--- config.mk ---
export PLATFORM = sky130hd
export DESIGN_NAME = pixel_fifo_writer_flat
export DESIGN_NICKNAME = d
export VERILOG_FILES = /design/src/rtl/vga_pkg.sv /design/src/rtl/pixel_fifo_writer_if.sv /design/src/rtl/pixel_fifo_writer_pattern_gen.sv /design/src/rtl/pixel_fifo_writer.sv /design/src/flat_wrapper.sv
export SDC_FILE = /design/constraint.sdc
export NUM_CORES = 1
export LEC_CHECK = 0
export CAP_MARGIN = 20
export CORE_MARGIN = 1.5
export CORE_UTILIZATION = 42
export CTS_BUF_LIST = sky130_fd_sc_hd__clkbuf_4 sky130_fd_sc_hd__clkbuf_8
export DETAILED_ROUTE_END_ITERATION = 6
export PLACE_DENSITY = 0.72
export SKIP_LAST_GASP = 1
export SLEW_MARGIN = 5
export SYNTH_ARGS = -nofsm -noshare
export SYNTH_HDL_FRONTEND = slang
export SYNTH_HIERARCHICAL = 1
export SYNTH_SLANG_ARGS = --single-unit
export TNS_END_PERCENT = 10
--- constraint.sdc ---
create_clock -name clk -period 2.95 [get_ports clk]
set_clock_uncertainty 0.2 [all_clocks]
set_input_delay 0.59 -clock clk [delete_from_list [all_inputs] [get_ports clk]]
set_output_delay 0.59 -clock clk [all_outputs]
set_load 0.02 [all_outputs]
--- src/rtl/vga_pkg.sv ---
// Shared display-side definitions: frame geometry defaults, pattern codes,
// writer state encoding and RGB field widths.
package vga_pkg;

  localparam int H_ACTIVE_DEFAULT  = 640;
  localparam int V_ACTIVE_DEFAULT  = 480;
  localparam int BAR_W_DEFAULT     = 80;
  localparam int CHK_SHIFT_DEFAULT = 5;

  localparam int COLOR_W = 8;
  localparam int RGB_W   = 3 * COLOR_W;
  localparam int COORD_W = 10;

  typedef enum logic [1:0] {
    PAT_BARS  = 2'd0,
    PAT_CHECK = 2'd1,
    PAT_RAMP  = 2'd2,
    PAT_SOLID = 2'd3
  } pattern_e;

  typedef enum logic [1:0] {
    ST_IDLE      = 2'd0,
    ST_WAIT_SYNC = 2'd1,
    ST_FILL      = 2'd2,
    ST_DONE      = 2'd3
  } state_e;

  // Assemble a {r, g, b} pixel word from its three channels.
  function automatic logic [RGB_W-1:0] pack_rgb(input logic [COLOR_W-1:0] r,
                                                input logic [COLOR_W-1:0] g,
                                                input logic [COLOR_W-1:0] b);
    return {r, g, b};
  endfunction

endpackage

--- src/rtl/pixel_fifo_writer_if.sv ---
// Write side of the display pixel FIFO: strobe, pixel word and full flag.
interface pixel_fifo_writer_if;
  import vga_pkg::*;

  logic             fifo_wr_en;
  logic [RGB_W-1:0] fifo_wr_data;
  logic             fifo_full;

  modport master (output fifo_wr_en, output fifo_wr_data, input fifo_full);
  modport slave  (input fifo_wr_en, input fifo_wr_data, output fifo_full);
endinterface

--- src/rtl/pixel_fifo_writer_pattern_gen.sv ---
// Combinational test-pattern generator: (x, y, pattern, solid) -> pixel.
// Kept free of state so the display side can reuse it as a reference.
module pattern_gen
  import vga_pkg::*;
#(
  parameter int BAR_W     = BAR_W_DEFAULT,
  parameter int CHK_SHIFT = CHK_SHIFT_DEFAULT
) (
  input  logic [COORD_W-1:0] x,
  input  logic [COORD_W-1:0] y,
  input  pattern_e           pattern,
  input  logic [RGB_W-1:0]   solid_rgb,
  output logic [RGB_W-1:0]   rgb
);

  logic [COORD_W-1:0] bar_quot_s;
  logic [2:0]         bar_idx_s;
  logic [COLOR_W-1:0] r_bar_s;
  logic [COLOR_W-1:0] g_bar_s;
  logic [COLOR_W-1:0] b_bar_s;
  logic               chk_white_s;
  logic               unused_y_s;

  assign bar_quot_s  = x / COORD_W'(BAR_W);
  assign bar_idx_s   = bar_quot_s[2:0];
  // Bar index bits are inverted so bar 0 is white and bar 7 is black.
  assign r_bar_s     = bar_idx_s[2] ? 8'h00 : 8'hFF;
  assign g_bar_s     = bar_idx_s[1] ? 8'h00 : 8'hFF;
  assign b_bar_s     = bar_idx_s[0] ? 8'h00 : 8'hFF;
  assign chk_white_s = x[CHK_SHIFT] ^ y[CHK_SHIFT];
  assign unused_y_s  = ^y;

  // Select the pixel colour for the requested pattern.
  always_comb begin
    rgb = {RGB_W{1'b0}};
    case (pattern)
      PAT_BARS:  rgb = pack_rgb(r_bar_s, g_bar_s, b_bar_s);
      PAT_CHECK: begin
        if (chk_white_s) begin
          rgb = {RGB_W{1'b1}};
        end else begin
          rgb = {RGB_W{1'b0}};
        end
      end
      PAT_RAMP:  rgb = pack_rgb(x[9:2], x[9:2], x[9:2]);
      PAT_SOLID: rgb = solid_rgb;
      default:   rgb = {RGB_W{1'b0}};
    endcase
  end

endmodule

--- src/rtl/pixel_fifo_writer.sv ---
// Raster-order pixel producer feeding the display pixel FIFO. Tracks x/y of
// one active frame, aligns to the display through frame_sync and writes one
// pixel per cycle whenever the FIFO has room.
module pixel_fifo_writer
  import vga_pkg::*;
#(
  parameter int H_ACTIVE  = H_ACTIVE_DEFAULT,
  parameter int V_ACTIVE  = V_ACTIVE_DEFAULT,
  parameter int BAR_W     = BAR_W_DEFAULT,
  parameter int CHK_SHIFT = CHK_SHIFT_DEFAULT
) (
  input  logic                clk,
  input  logic                rst,
  input  logic                enable,
  input  logic                frame_sync,
  input  logic [1:0]          pattern_sel,
  input  logic [RGB_W-1:0]    solid_rgb,
  pixel_fifo_writer_if.master fifo,
  output logic                frame_done,
  output logic                resync_err
);

  localparam logic [COORD_W-1:0] X_LAST = COORD_W'(H_ACTIVE - 1);
  localparam logic [COORD_W-1:0] Y_LAST = COORD_W'(V_ACTIVE - 1);

  state_e             state_q, state_d;
  logic [COORD_W-1:0] x_q, x_d;
  logic [COORD_W-1:0] y_q, y_d;
  pattern_e           pattern_q, pattern_d;
  logic [RGB_W-1:0]   solid_q, solid_d;
  logic               frame_done_q, frame_done_d;
  logic               resync_err_q, resync_err_d;

  logic               wr_en_s;
  logic               last_px_s;
  logic [RGB_W-1:0]   pix_s;

  pattern_gen #(
    .BAR_W     (BAR_W),
    .CHK_SHIFT (CHK_SHIFT)
  ) u_pattern_gen (
    .x         (x_q),
    .y         (y_q),
    .pattern   (pattern_q),
    .solid_rgb (solid_q),
    .rgb       (pix_s)
  );

  assign last_px_s = (x_q == X_LAST) && (y_q == Y_LAST);

  // Write strobe: only while filling, enabled and the FIFO has room.
  always_comb begin
    wr_en_s = 1'b0;
    if ((state_q == ST_FILL) && enable && !fifo.fifo_full) begin
      wr_en_s = 1'b1;
    end else begin
      wr_en_s = 1'b0;
    end
  end

  assign fifo.fifo_wr_en   = wr_en_s;
  assign fifo.fifo_wr_data = (state_q == ST_FILL) ? pix_s : {RGB_W{1'b0}};
  assign frame_done        = frame_done_q;
  assign resync_err        = resync_err_q;

  // Next-state, counter, pattern-latch and pulse logic.
  always_comb begin
    state_d      = state_q;
    x_d          = x_q;
    y_d          = y_q;
    pattern_d    = pattern_q;
    solid_d      = solid_q;
    frame_done_d = 1'b0;
    resync_err_d = 1'b0;

    if (!enable) begin
      // Disable wins over everything, including a pending frame_sync.
      state_d = ST_IDLE;
      x_d     = {COORD_W{1'b0}};
      y_d     = {COORD_W{1'b0}};
    end else begin
      case (state_q)
        ST_IDLE: begin
          state_d = ST_WAIT_SYNC;
        end
        ST_WAIT_SYNC, ST_DONE: begin
          if (frame_sync) begin
            state_d   = ST_FILL;
            x_d       = {COORD_W{1'b0}};
            y_d       = {COORD_W{1'b0}};
            pattern_d = pattern_e'(pattern_sel);
            solid_d   = solid_rgb;
          end else begin
            state_d = state_q;
          end
        end
        ST_FILL: begin
          if (wr_en_s && last_px_s) begin
            // Frame completed; a coincident sync is a clean restart, not an error.
            frame_done_d = 1'b1;
            x_d          = {COORD_W{1'b0}};
            y_d          = {COORD_W{1'b0}};
            if (frame_sync) begin
              state_d   = ST_FILL;
              pattern_d = pattern_e'(pattern_sel);
              solid_d   = solid_rgb;
            end else begin
              state_d = ST_DONE;
            end
          end else if (frame_sync) begin
            // Mid-frame sync: abandon the partial frame and restart at (0,0).
            resync_err_d = 1'b1;
            x_d          = {COORD_W{1'b0}};
            y_d          = {COORD_W{1'b0}};
            pattern_d    = pattern_e'(pattern_sel);
            solid_d      = solid_rgb;
          end else if (wr_en_s) begin
            if (x_q == X_LAST) begin
              x_d = {COORD_W{1'b0}};
              y_d = y_q + 10'd1;
            end else begin
              x_d = x_q + 10'd1;
            end
          end else begin
            x_d = x_q;
          end
        end
        default: begin
          state_d = ST_IDLE;
        end
      endcase
    end
  end

  // State, counters, latched pattern and registered pulses.
  always_ff @(posedge clk or negedge rst) begin
    if (!rst) begin
      state_q      <= ST_IDLE;
      x_q          <= {COORD_W{1'b0}};
      y_q          <= {COORD_W{1'b0}};
      pattern_q    <= PAT_BARS;
      solid_q      <= {RGB_W{1'b0}};
      frame_done_q <= 1'b0;
      resync_err_q <= 1'b0;
    end else begin
      state_q      <= state_d;
      x_q          <= x_d;
      y_q          <= y_d;
      pattern_q    <= pattern_d;
      solid_q      <= solid_d;
      frame_done_q <= frame_done_d;
      resync_err_q <= resync_err_d;
    end
  end

endmodule
--- src/flat_wrapper.sv ---
// flat-port wrapper written by rule: the top's interface ports become plain ports
module pixel_fifo_writer_flat import vga_pkg::*;
#(
  parameter int H_ACTIVE  = H_ACTIVE_DEFAULT,
  parameter int V_ACTIVE  = V_ACTIVE_DEFAULT,
  parameter int BAR_W     = BAR_W_DEFAULT,
  parameter int CHK_SHIFT = CHK_SHIFT_DEFAULT
)
  (clk, rst, enable, frame_sync, pattern_sel, solid_rgb, frame_done, resync_err, fifo_fifo_wr_en, fifo_fifo_wr_data, fifo_fifo_full);
  pixel_fifo_writer_if fifo_i ();
  input  logic clk;
  input  logic rst;
  input  logic enable;
  input  logic frame_sync;
  input  logic [1:0] pattern_sel;
  input  logic [RGB_W-1:0] solid_rgb;
  output logic frame_done;
  output logic resync_err;
  output wire logic [$bits(fifo_i.fifo_wr_en)-1:0] fifo_fifo_wr_en;
  output wire logic [$bits(fifo_i.fifo_wr_data)-1:0] fifo_fifo_wr_data;
  input wire logic [$bits(fifo_i.fifo_full)-1:0] fifo_fifo_full;
  assign fifo_fifo_wr_en = fifo_i.fifo_wr_en;
  assign fifo_fifo_wr_data = fifo_i.fifo_wr_data;
  assign fifo_i.fifo_full = fifo_fifo_full;
  pixel_fifo_writer #(.H_ACTIVE(H_ACTIVE), .V_ACTIVE(V_ACTIVE), .BAR_W(BAR_W), .CHK_SHIFT(CHK_SHIFT)) u_core (.clk(clk), .rst(rst), .enable(enable), .frame_sync(frame_sync), .pattern_sel(pattern_sel), .solid_rgb(solid_rgb), .fifo(fifo_i), .frame_done(frame_done), .resync_err(resync_err));
endmodule
==> results of run 1 <==
[how the worst max path moves through the flow]
stage	startpoint	to	slack, ns	cells after the start
global route	u_core/x_q[6]	fifo_fifo_wr_data[17]	-0.33	7
detailed placement	u_core/x_q[7]	fifo_fifo_wr_data[14]	-0.12	8
finish	u_core/x_q[6]	fifo_fifo_wr_data[21]	-0.21	7
CTS	u_core/x_q[6]	fifo_fifo_wr_data[21]	-0.21	7
floorplan	u_core/x_q[5]	fifo_fifo_wr_data[0]	0.39	5
global placement	u_core/x_q[7]	fifo_fifo_wr_data[7]	-0.05	6
[placed cells by master (no fill, tap or decap), drive strengths merged, types with 2 or more instances in the layout]
cell	netlist	final
dfrtp	50	50
buf	11	39
clkdlybuf4s50	0	37
nand2	35	35
mux2	32	32
o21ai	30	30
nand3	25	25
and2	24	24
dlygate4sd2	0	17
nor2	17	17
a21oi	14	14
o31ai	13	13
a21o	10	10
inv	8	8
or3	7	7
a221o	7	7
a22oi	7	7
clkbuf	10	6
nor3	5	5
a31oi	5	5
nand2b	4	4
or2	4	4
xnor2	4	4
nor3b	4	4
nand3b	3	3
nand4	3	3
nor2b	3	3
or4	3	3
or3b	3	3
dlymetal6s2s	0	2
a22o	2	2
ha	2	2
clkinv	0	2
and3	2	2
[critical path, delay by kind of cell (launching register included)]
family,cells,cell delay [ns]
AND/OR/NAND/NOR,3,0.45
AO/OA/AOI/OAI,2,0.40
flip-flops,1,0.47
buffers and inverters,2,0.75
[registers in the layout, indices dropped and copies added, names as in the netlist]
register / count
u_core/frame_done: 1
u_core/pattern_q: 2
u_core/solid_q: 24
u_core/state_q: 2
u_core/resync_err: 1
u_core/y_q: 10
u_core/x_q: 10
[through the flow]
stage	instance area, µm²	setup TNS [ns]	hold slack, ns	cells	total power, mW
global route	4290	-5.91	0.0200	545	2.43
detailed placement	4160	-1.65	0.289	535	1.92
finish	4290	-3.42	-0.000610	545	2.28
CTS	4280	-3.99	0.00315	545	2.30
global placement	4160	-0.647	0.280	535	1.89
floorplan	3300	0	0.0944	361	1.57
[routing by layer]
layer	global-route usage	up-vias	part of all wire
met1	0.266	1396	0.45
met3	0.0310	9	0.050
met4	0.0625	0	0.0093
met2	0.338	77	0.49
li1	-	1485	-
met5	0	-	0
[final cells by class]
class	count	share of cell area
clock buffer	6	0.0178
clock inverter	2	0.00321
inverter	8	0.00700
multi-input combinational	282	0.454
sequential	50	0.293
tap	102	0.0298
timing repair buffer	95	0.196
[logic make-up after synthesis]
family / count (synthesis)
multiplexers: 32
adder cells (fa/ha/maj): 2
AND/OR/NAND/NOR: 148
flip-flops: 50
buffers and inverters: 29
AO/OA/AOI/OAI: 96
XOR/XNOR: 4
[timing repair]
item | 4_1_cts | 5_1_grt
buffers inserted | 2 | 0
hold endpoints to repair | 0 | 0
endpoints found under the setup margin | 24 | 24
gates resized for setup | 27 | 2
pin swaps | 2 | 0
[power by group through the flow]
stage	Clock [mW]	Combinational [mW]	Sequential, mW
floorplan	0	0.686	0.882
global placement	0	0.994	0.899
detailed placement	0	1.01	0.906
CTS	0.420	0.989	0.892
global route	0.440	1.08	0.907
finish	0.405	0.984	0.894
==> run summary, run 1 <==
The number of antenna-violating nets in the routed design is 0. The simple-gate portion of the synthesized area is 0.255. After detailed routing, the number of vias per cell comes to 5.44. On the critical path, the stage with the largest delay is an instance of sky130_fd_sc_hd__clkdlybuf4s50_1. The internal portion of the total power is 1.50 mW.

The cell at the root of the clock tree is sky130_fd_sc_hd__clkbuf_8. The endpoint arrival time on the critical path is 2.37 ns. The max capacitance violation total is 0.

The run finished, with violations left. The quantity of hold-fixing buffers added after cts is 0. Setup repair after global routing could not meet its margin everywhere. The row count came out at 32. The DRC violation count after routing is 0. The total clock buffers created by CTS is 5.

Prior to clock tree synthesis, the placed netlist has a worst setup slack of -0.120 ns. The core outline area came out at 0.00765 mm². The share of flip-flops with an asynchronous set or reset after synthesis came out at 1.00.

In this run the static leakage power is 1.89 nW. The worst vdd rail ir drop is 262 µV. The number of flops mapped to enable cells by yosys came out at 0. The detailed router finished its first iteration with 136 violations. The net count of the finished layout came out at 475.

The H-tree was split into 2 levels. In this run the deepest clock path goes through 2 buffers. The total via count in the routed design is 2967. By instance count, the leading cell after synthesis is sky130_fd_sc_hd__dfrtp_1. By area, the combinational part of the netlist is dominated by simple AND/OR/NAND/NOR gates. In this run the power density over the cells is 532 mW/mm².

The max-slew violation count is 0. The adder and majority cell fraction of the synthesized area is 0.00759. The overall die area is 0.00839 mm². The wire length reported by the detailed router came out at 8170 µm. The signal on the critical path passes through nand2b_1, buf_4, a21oi_1, o221ai_2, nand3_1, and2_1, clkdlybuf4s50_1. The insertion delay to the later sink of the worst-skew pair is 0.30 ns. The final-report hold violation count is 2. The area share of the leading cell type in the synthesized netlist is 0.380.

The total global routing overflow is 0. The flip-flop and latch count after synthesis came out at 50. Of all nets on the critical path, the largest fanout is 8.

58 I/O pins were placed. The initial antenna violation count came out at 0. By area the synthesized netlist is led by sky130_fd_sc_hd__dfrtp_1 38%, sky130_fd_sc_hd__mux2_2 11%, sky130_fd_sc_hd__and2_1 4.6%. For this run, the slowest stage of the critical path takes 0.60 ns.

The portion of the clock cycle consumed by the worst path in the final layout is 1.07. In this run the critical register-to-register path is captured at u_core/y_q[5]. The sequential cell area is 0.00126 mm². For this run, the number of Yosys warnings is 6. The xor-xnor portion of the synthesized cell area came out at 0.0106. The compound-gate portion of the synthesized area was 0.200. The overall global routing resource usage came out at 0.201. The relative contribution of combinational cells to total power came out at 0.431. Timing would allow up to 0.317 GHz. The final HPWL from detailed placement is 6010 µm. The via count of the first global-routing pass came to 2883. Relative to the synthesized area, the layout overhead comes to 30.1%. Clock-pin slew was measured on the worst setup and hold paths at 0.09 ns.

The number of failing setup endpoints in the final timing report is 21. Sorting the synthesized cells by how often they occur yields 50 x sky130_fd_sc_hd__dfrtp_1, 35 x sky130_fd_sc_hd__nand2_1, 32 x sky130_fd_sc_hd__mux2_2. The ratio of cells with drive above 1 in the final layout came out at 0.235. The floorplan die height came out at 91.6 µm. The startpoint identified for the worst register-to-register timing path is u_core/x_q[2]. The routed wire length per instance is 15.0 µm.

The net switching share of the total power is 0.345. Subtracting the final worst setup slack from the clock period gives 3.16 ns. For this run, the register share of the synthesized area comes to 0.380. Synthesis handed over a netlist of 361 instances.

After synthesis, the share of cell area in mux cells is 0.109. The tightest slew margin relative to the limit is 0.583. The initial core utilization is 0.431. The first TritonRoute pass finished after 4 iterations.

In this run the tool buffered the top-level ports with 57 buffer cells. The area used by multi-input combinational logic came out at 0.00195 mm². The first-pass GRT wire length is 13700 µm. STA classifies the critical path endpoint as an output port. The required time at the worst-slack endpoint came out at 2.16 ns. Routability-driven placement finished with a final weighted congestion of 0.863. Counting cells, the worst reg-to-reg path comes to 6. Entering global routing, the biggest net connects 32 pins. Across all hold checks on the routed design, the worst slack comes to -0.000610 ns. The critical path is of the reg2out type. Dividing the synthesized area by the synthesized cell count gives 9.13 µm². STA classifies the critical path startpoint as a flip-flop. The number of antenna diodes in the final layout is 0. The clock tree from TritonCTS is done.

In this run the cell area of the synthesized design comes to 0.00330 mm². The final core area utilization came out at 0.561. The filler cell count came out at 703. The actual slew at the worst max-slew pin is 0.622 ns. The CTS sink count is 50. The worst min-delay path class is in2async. The proportion of power drawn by flip-flops and latches is 0.391. Among all flip-flop cells after synthesis, the most frequent one is sky130_fd_sc_hd__dfrtp_1. Of the total power, the clock network draws 0.177. The unique cell type count in the Yosys netlist is 54. The setup check on the worst reg-to-reg path leaves a slack of 0.76 ns. After layout, the worst setup slack is -0.207 ns. The floorplan step set the die width to 91.6 µm. The post-synthesis net count is 394. The final reports fail on negative hold slack, negative setup slack. The net switching component of the power came out at 0.787 mW.

The biggest area contributor in the post-synthesis netlist is sky130_fd_sc_hd__dfrtp_1.
Note: power is estimated with default switching activity, not from simulation.
==> run 2: changes to the inputs <==
--- a/config.mk
+++ b/config.mk
@@ -9,12 +9,11 @@
 export CORE_MARGIN = 1.5
 export CORE_UTILIZATION = 42
 export CTS_BUF_LIST = sky130_fd_sc_hd__clkbuf_4 sky130_fd_sc_hd__clkbuf_8
+export CTS_CLUSTER_DIAMETER = 30
 export DETAILED_ROUTE_END_ITERATION = 6
 export PLACE_DENSITY = 0.72
-export SKIP_LAST_GASP = 1
 export SLEW_MARGIN = 5
 export SYNTH_ARGS = -nofsm -noshare
 export SYNTH_HDL_FRONTEND = slang
-export SYNTH_HIERARCHICAL = 1
 export SYNTH_SLANG_ARGS = --single-unit
 export TNS_END_PERCENT = 10
==> run 2 against run 1 <==
Net effect:
- sequential cell count unchanged
- synthesized area down 2.8%
- sequential power down 2.8%
- synthesized cell count down 6.6%
- routed wire length about the same
- final cell count down 7.5%
- critical endpoint is now fifo_fifo_wr_data[15]
- critical path depth up 2
- first-iteration DRC count up 49%
- critical path type unchanged
- design area down 7.1%
- register-to-register slack worse by 0.26 ns
- largest cell class unchanged
- the run ends with negative setup slack left
==> run summary, run 2 <==
The flow ran to the end, but the final reports show violations. The checks that failed: negative setup slack. The floorplan die height is 90.4 µm. The endpoint arrival time on the critical path is 2.21 ns. The filler-free cell count of the finished design came out at 504.

The area used by multi-input combinational logic came out at 0.00184 mm². Setup repair after global routing could not meet its margin everywhere. The deepest clock path buffer count is 2. After global routing the overflow that remains totals 0. The largest registers in the layout are u_core.solid_q x24, u_core.x_q x10, u_core.y_q x10. The row count came out at 31. For the pin with the worst max-slew slack, the measured transition is 0.650 ns.

At the later pin of the worst-skew pair, clock insertion delay measures 0.31 ns. The most common cell after layout, fill and taps aside is sky130_fd_sc_hd__dfrtp_1. The share of the Yosys chip area taken by registers is 0.390. In the synthesized netlist the dominant register cell turns out to be sky130_fd_sc_hd__dfrtp_1. The antenna diode count is 0. For this run, the total global-route usage over all layers was measured as 0.207. The critical path is of the reg2out type.

Of the post-synthesis cell area, the dominant cell type holds 0.390. Buffers placed on the I/O ports in this run total 57. The share of flip-flops with an asynchronous set or reset after synthesis is 1.00. The number of I/O pins is 58. In this run the clock root is driven by a sky130_fd_sc_hd__clkbuf_8. By area the synthesized netlist is led by sky130_fd_sc_hd__dfrtp_1 39%, sky130_fd_sc_hd__mux2_2 11%, sky130_fd_sc_hd__a21oi_1 4.1%. The synthesized design contains 50 register bits. The netlist uses 62 different library cells. The most flop-heavy register is u_core.solid_q.

The final-report hold violation count is 0. The first-pass GRT wire length came out at 13800 µm. The post-synth design cell area is 0.00321 mm². The detailed router finished its first iteration with 203 violations.

The final HPWL from detailed placement is 5890 µm. A synthesized cell averages 9.51 µm². STA classifies the critical path endpoint as an output port. The cell type with the largest total area after synthesis is sky130_fd_sc_hd__dfrtp_1. The final worst setup slack came out at -0.0505 ns. The sequential cell area is 0.00125 mm². The tightest min-delay check is of the in2async type. In this run the remaining antenna-violating nets after routing total 0. The number of warnings reported in the yosys synthesis log came out at 0.

The type of origin of the critical path is a flip-flop. The quantity of hold-fixing buffers added after cts came out at 0. For this design the ratio of total power to cell area is 475 mW/mm².

On the worst path, the slowest cell contributes a delay of 0.43 ns. Once placement completed, the tool counted placed cells totaling 493. In the post-synthesis netlist, the cell with the most instances is sky130_fd_sc_hd__dfrtp_1. The via count of the first global-routing pass came out at 2817. The routed design could run at a clock period as short as 3.00 ns. The net count of the finished layout came out at 438. The highest fanout seen on the critical path is 8. The die covers 0.00817 mm². Counting flops with a built-in enable in the synthesized netlist gives 0.

The filler cell count is 645. The CTS sink count is 50. Wires add up to 8170 µm. The post-synthesis cell count is 337.

Leaving out fill and tap cells, the most frequent cells in the layout are 50 x sky130_fd_sc_hd__dfrtp_1, 34 x sky130_fd_sc_hd__nand2_1, 32 x sky130_fd_sc_hd__mux2_2, 32 x sky130_fd_sc_hd__clkdlybuf4s50_1, 27 x sky130_fd_sc_hd__buf_4. The worst vdd rail ir drop is 240 µV. The most numerous cell type found on the critical path is sky130_fd_sc_hd__buf_4.

The DRC violation count after routing is 0. For this design, the slowest cell found on the critical path is sky130_fd_sc_hd__dfrtp_1. The portion of the clock cycle consumed by the worst path in the final layout came out at 1.02. The maximum number of pins on one net before global-route repair is 51. The area growth from synthesis to layout is 24.2%. The max capacitance violation total came out at 0.

The post-synthesis net count came out at 371. OpenSTA, run right after detailed placement, puts the worst setup slack at -0.0249 ns. After detailed routing, the average wire length per cell comes to 16.2 µm. The core outline area came out at 0.00733 mm². The H-tree was split into 2 levels. The ratio of cells with drive above 1 in the final layout came out at 0.294. The via count normalized by instance count came out at 5.60. The register with the most flip-flops in the layout has 24 of them. Data on the critical path is required at its endpoint by 2.16 ns. The initial core utilization is 0.437. Derived from the worst setup path, the maximum achievable clock frequency is 0.333 GHz. The total via count in the routed design is 2821.

The number of failing setup endpoints in the final timing report is 8. Traced cell by cell, the critical path runs through buf_4, buf_4, xor2_2, a21oi_1, a41o_1, o41ai_4, buf_4, a21oi_1, buf_2. The die width is 90.4 µm.

Clock-pin slew was measured on the worst setup and hold paths at 0.09 ns. In the synthesized netlist, the cells that appear most often are 50 x sky130_fd_sc_hd__dfrtp_1, 34 x sky130_fd_sc_hd__nand2_1, 32 x sky130_fd_sc_hd__mux2_2. The first detailed-routing pass ran for 5 iterations.

The leakage power summed over all cells is 1.81 nW. TritonCTS built the clock tree. The max-slew violation count came out at 0. The tightest slew margin relative to the limit came out at 0.567. The total clock buffers created by CTS came out at 5. The initial antenna violation count is 0.

The final weighted congestion in routability-driven placement is 0.852.
## run 2: changes by cell type in the layout (fill, tap and decap cells not counted), moves of 10 or more
cell / delta
sky130_fd_sc_hd__and2_1: -23
sky130_fd_sc_hd__dlygate4sd2_1: -16
sky130_fd_sc_hd__buf_2: +14
sky130_fd_sc_hd__nand3_1: -14
sky130_fd_sc_hd__a21oi_1: +13
sky130_fd_sc_hd__buf_4: -10
## run 2: per-layer routing
| metal | GRT usage | vias up | part of all wire |
|---|---|---|---|
| met5 | 0 | - | 0 |
| met1 | 0.283 | 1374 | 0.47 |
| met3 | 0.0354 | 8 | 0.047 |
| met4 | 0.0688 | 0 | 0.012 |
| li1 | - | 1350 | - |
| met2 | 0.331 | 89 | 0.47 |
## run 2: what timing repair did
| item | in CTS | in global routing |
|---|---|---|
| hold endpoints to repair | 0 | 0 |
| gates cloned | 0 | 0 |
| resized for setup | 68 | 32 |
| pin swaps | 2 | 5 |
| setup buffers | 2 | 1 |
| setup endpoints to repair | 24 | 24 |
## run 2: final timing paths
| check | to | start | depth (start not counted) | slack, ns |
|---|---|---|---|---|
| max | fifo_fifo_wr_data[15] | u_core.x_q[7] | 9 | -0.05 |
| min | u_core.y_q[0] | rst | 2 | 0.18 |
| max reg2reg | u_core.y_q[0] | u_core.x_q[7] | 7 | 0.50 |
| min reg2reg | u_core.y_q[8] | u_core.y_q[8] | 1 | 0.31 |
| max in group asynchronous | u_core.x_q[5] | rst | 2 | 1.93 |
| min in group clk | u_core.y_q[8] | u_core.y_q[8] | 1 | 0.31 |
## run 2: power by group
part,internal (mW),leakage (nW),switching [mW]
clock,0.177,0.0486,0.232
combinational,0.295,1.12,0.318
sequential,0.792,0.641,0.0761
## run 2: cell type report
type,count,area share
inverters,7,0.00660
clock buffers,6,0.0192
well taps,99,0.0311
clock inverters,2,0.00346
multi-input cells,257,0.461
flip-flops and latches,50,0.314
repair buffers,83,0.164
## run 2: cell families (layout without fill, tap and decap cells)
| kind of cell | count (synthesis) | in the layout | synth area share |
|---|---|---|---|
| DFF | 50 | 50 | 0.390 |
| buffers and inverters | 30 | 98 | 0.0496 |
| xor gates and xnor gates | 10 | 10 | 0.0273 |
| adders and majority gates | 3 | 3 | 0.0117 |
| muxes | 32 | 32 | 0.112 |
| AOI/OAI and AO/OA | 95 | 95 | 0.206 |
| and+or+nand+nor | 117 | 117 | 0.202 |
## run 2: critical path: cells and delay by family, from the launching register on
| kind | cells | cell delay, ns |
|---|---|---|
| compound gates | 4 | 0.70 |
| xor+xnor | 1 | 0.13 |
| buf+inv | 4 | 0.66 |
| flops | 1 | 0.43 |
## run 2: through the flow
step                      setup TNS (ns)  hold slack, ns  utilization  power [mW]  cell area [µm²]
after global placement                 0           0.285        0.537        1.48             3940
final                             -0.320           0.182        0.543        1.89             3980
after detailed placement          -0.139           0.292        0.537        1.49             3940
after floorplan                        0          0.0944            -        1.28             3210
after global routing              -0.917           0.231        0.543        2.01             3980
after CTS                              0           0.206        0.547        1.89             4010
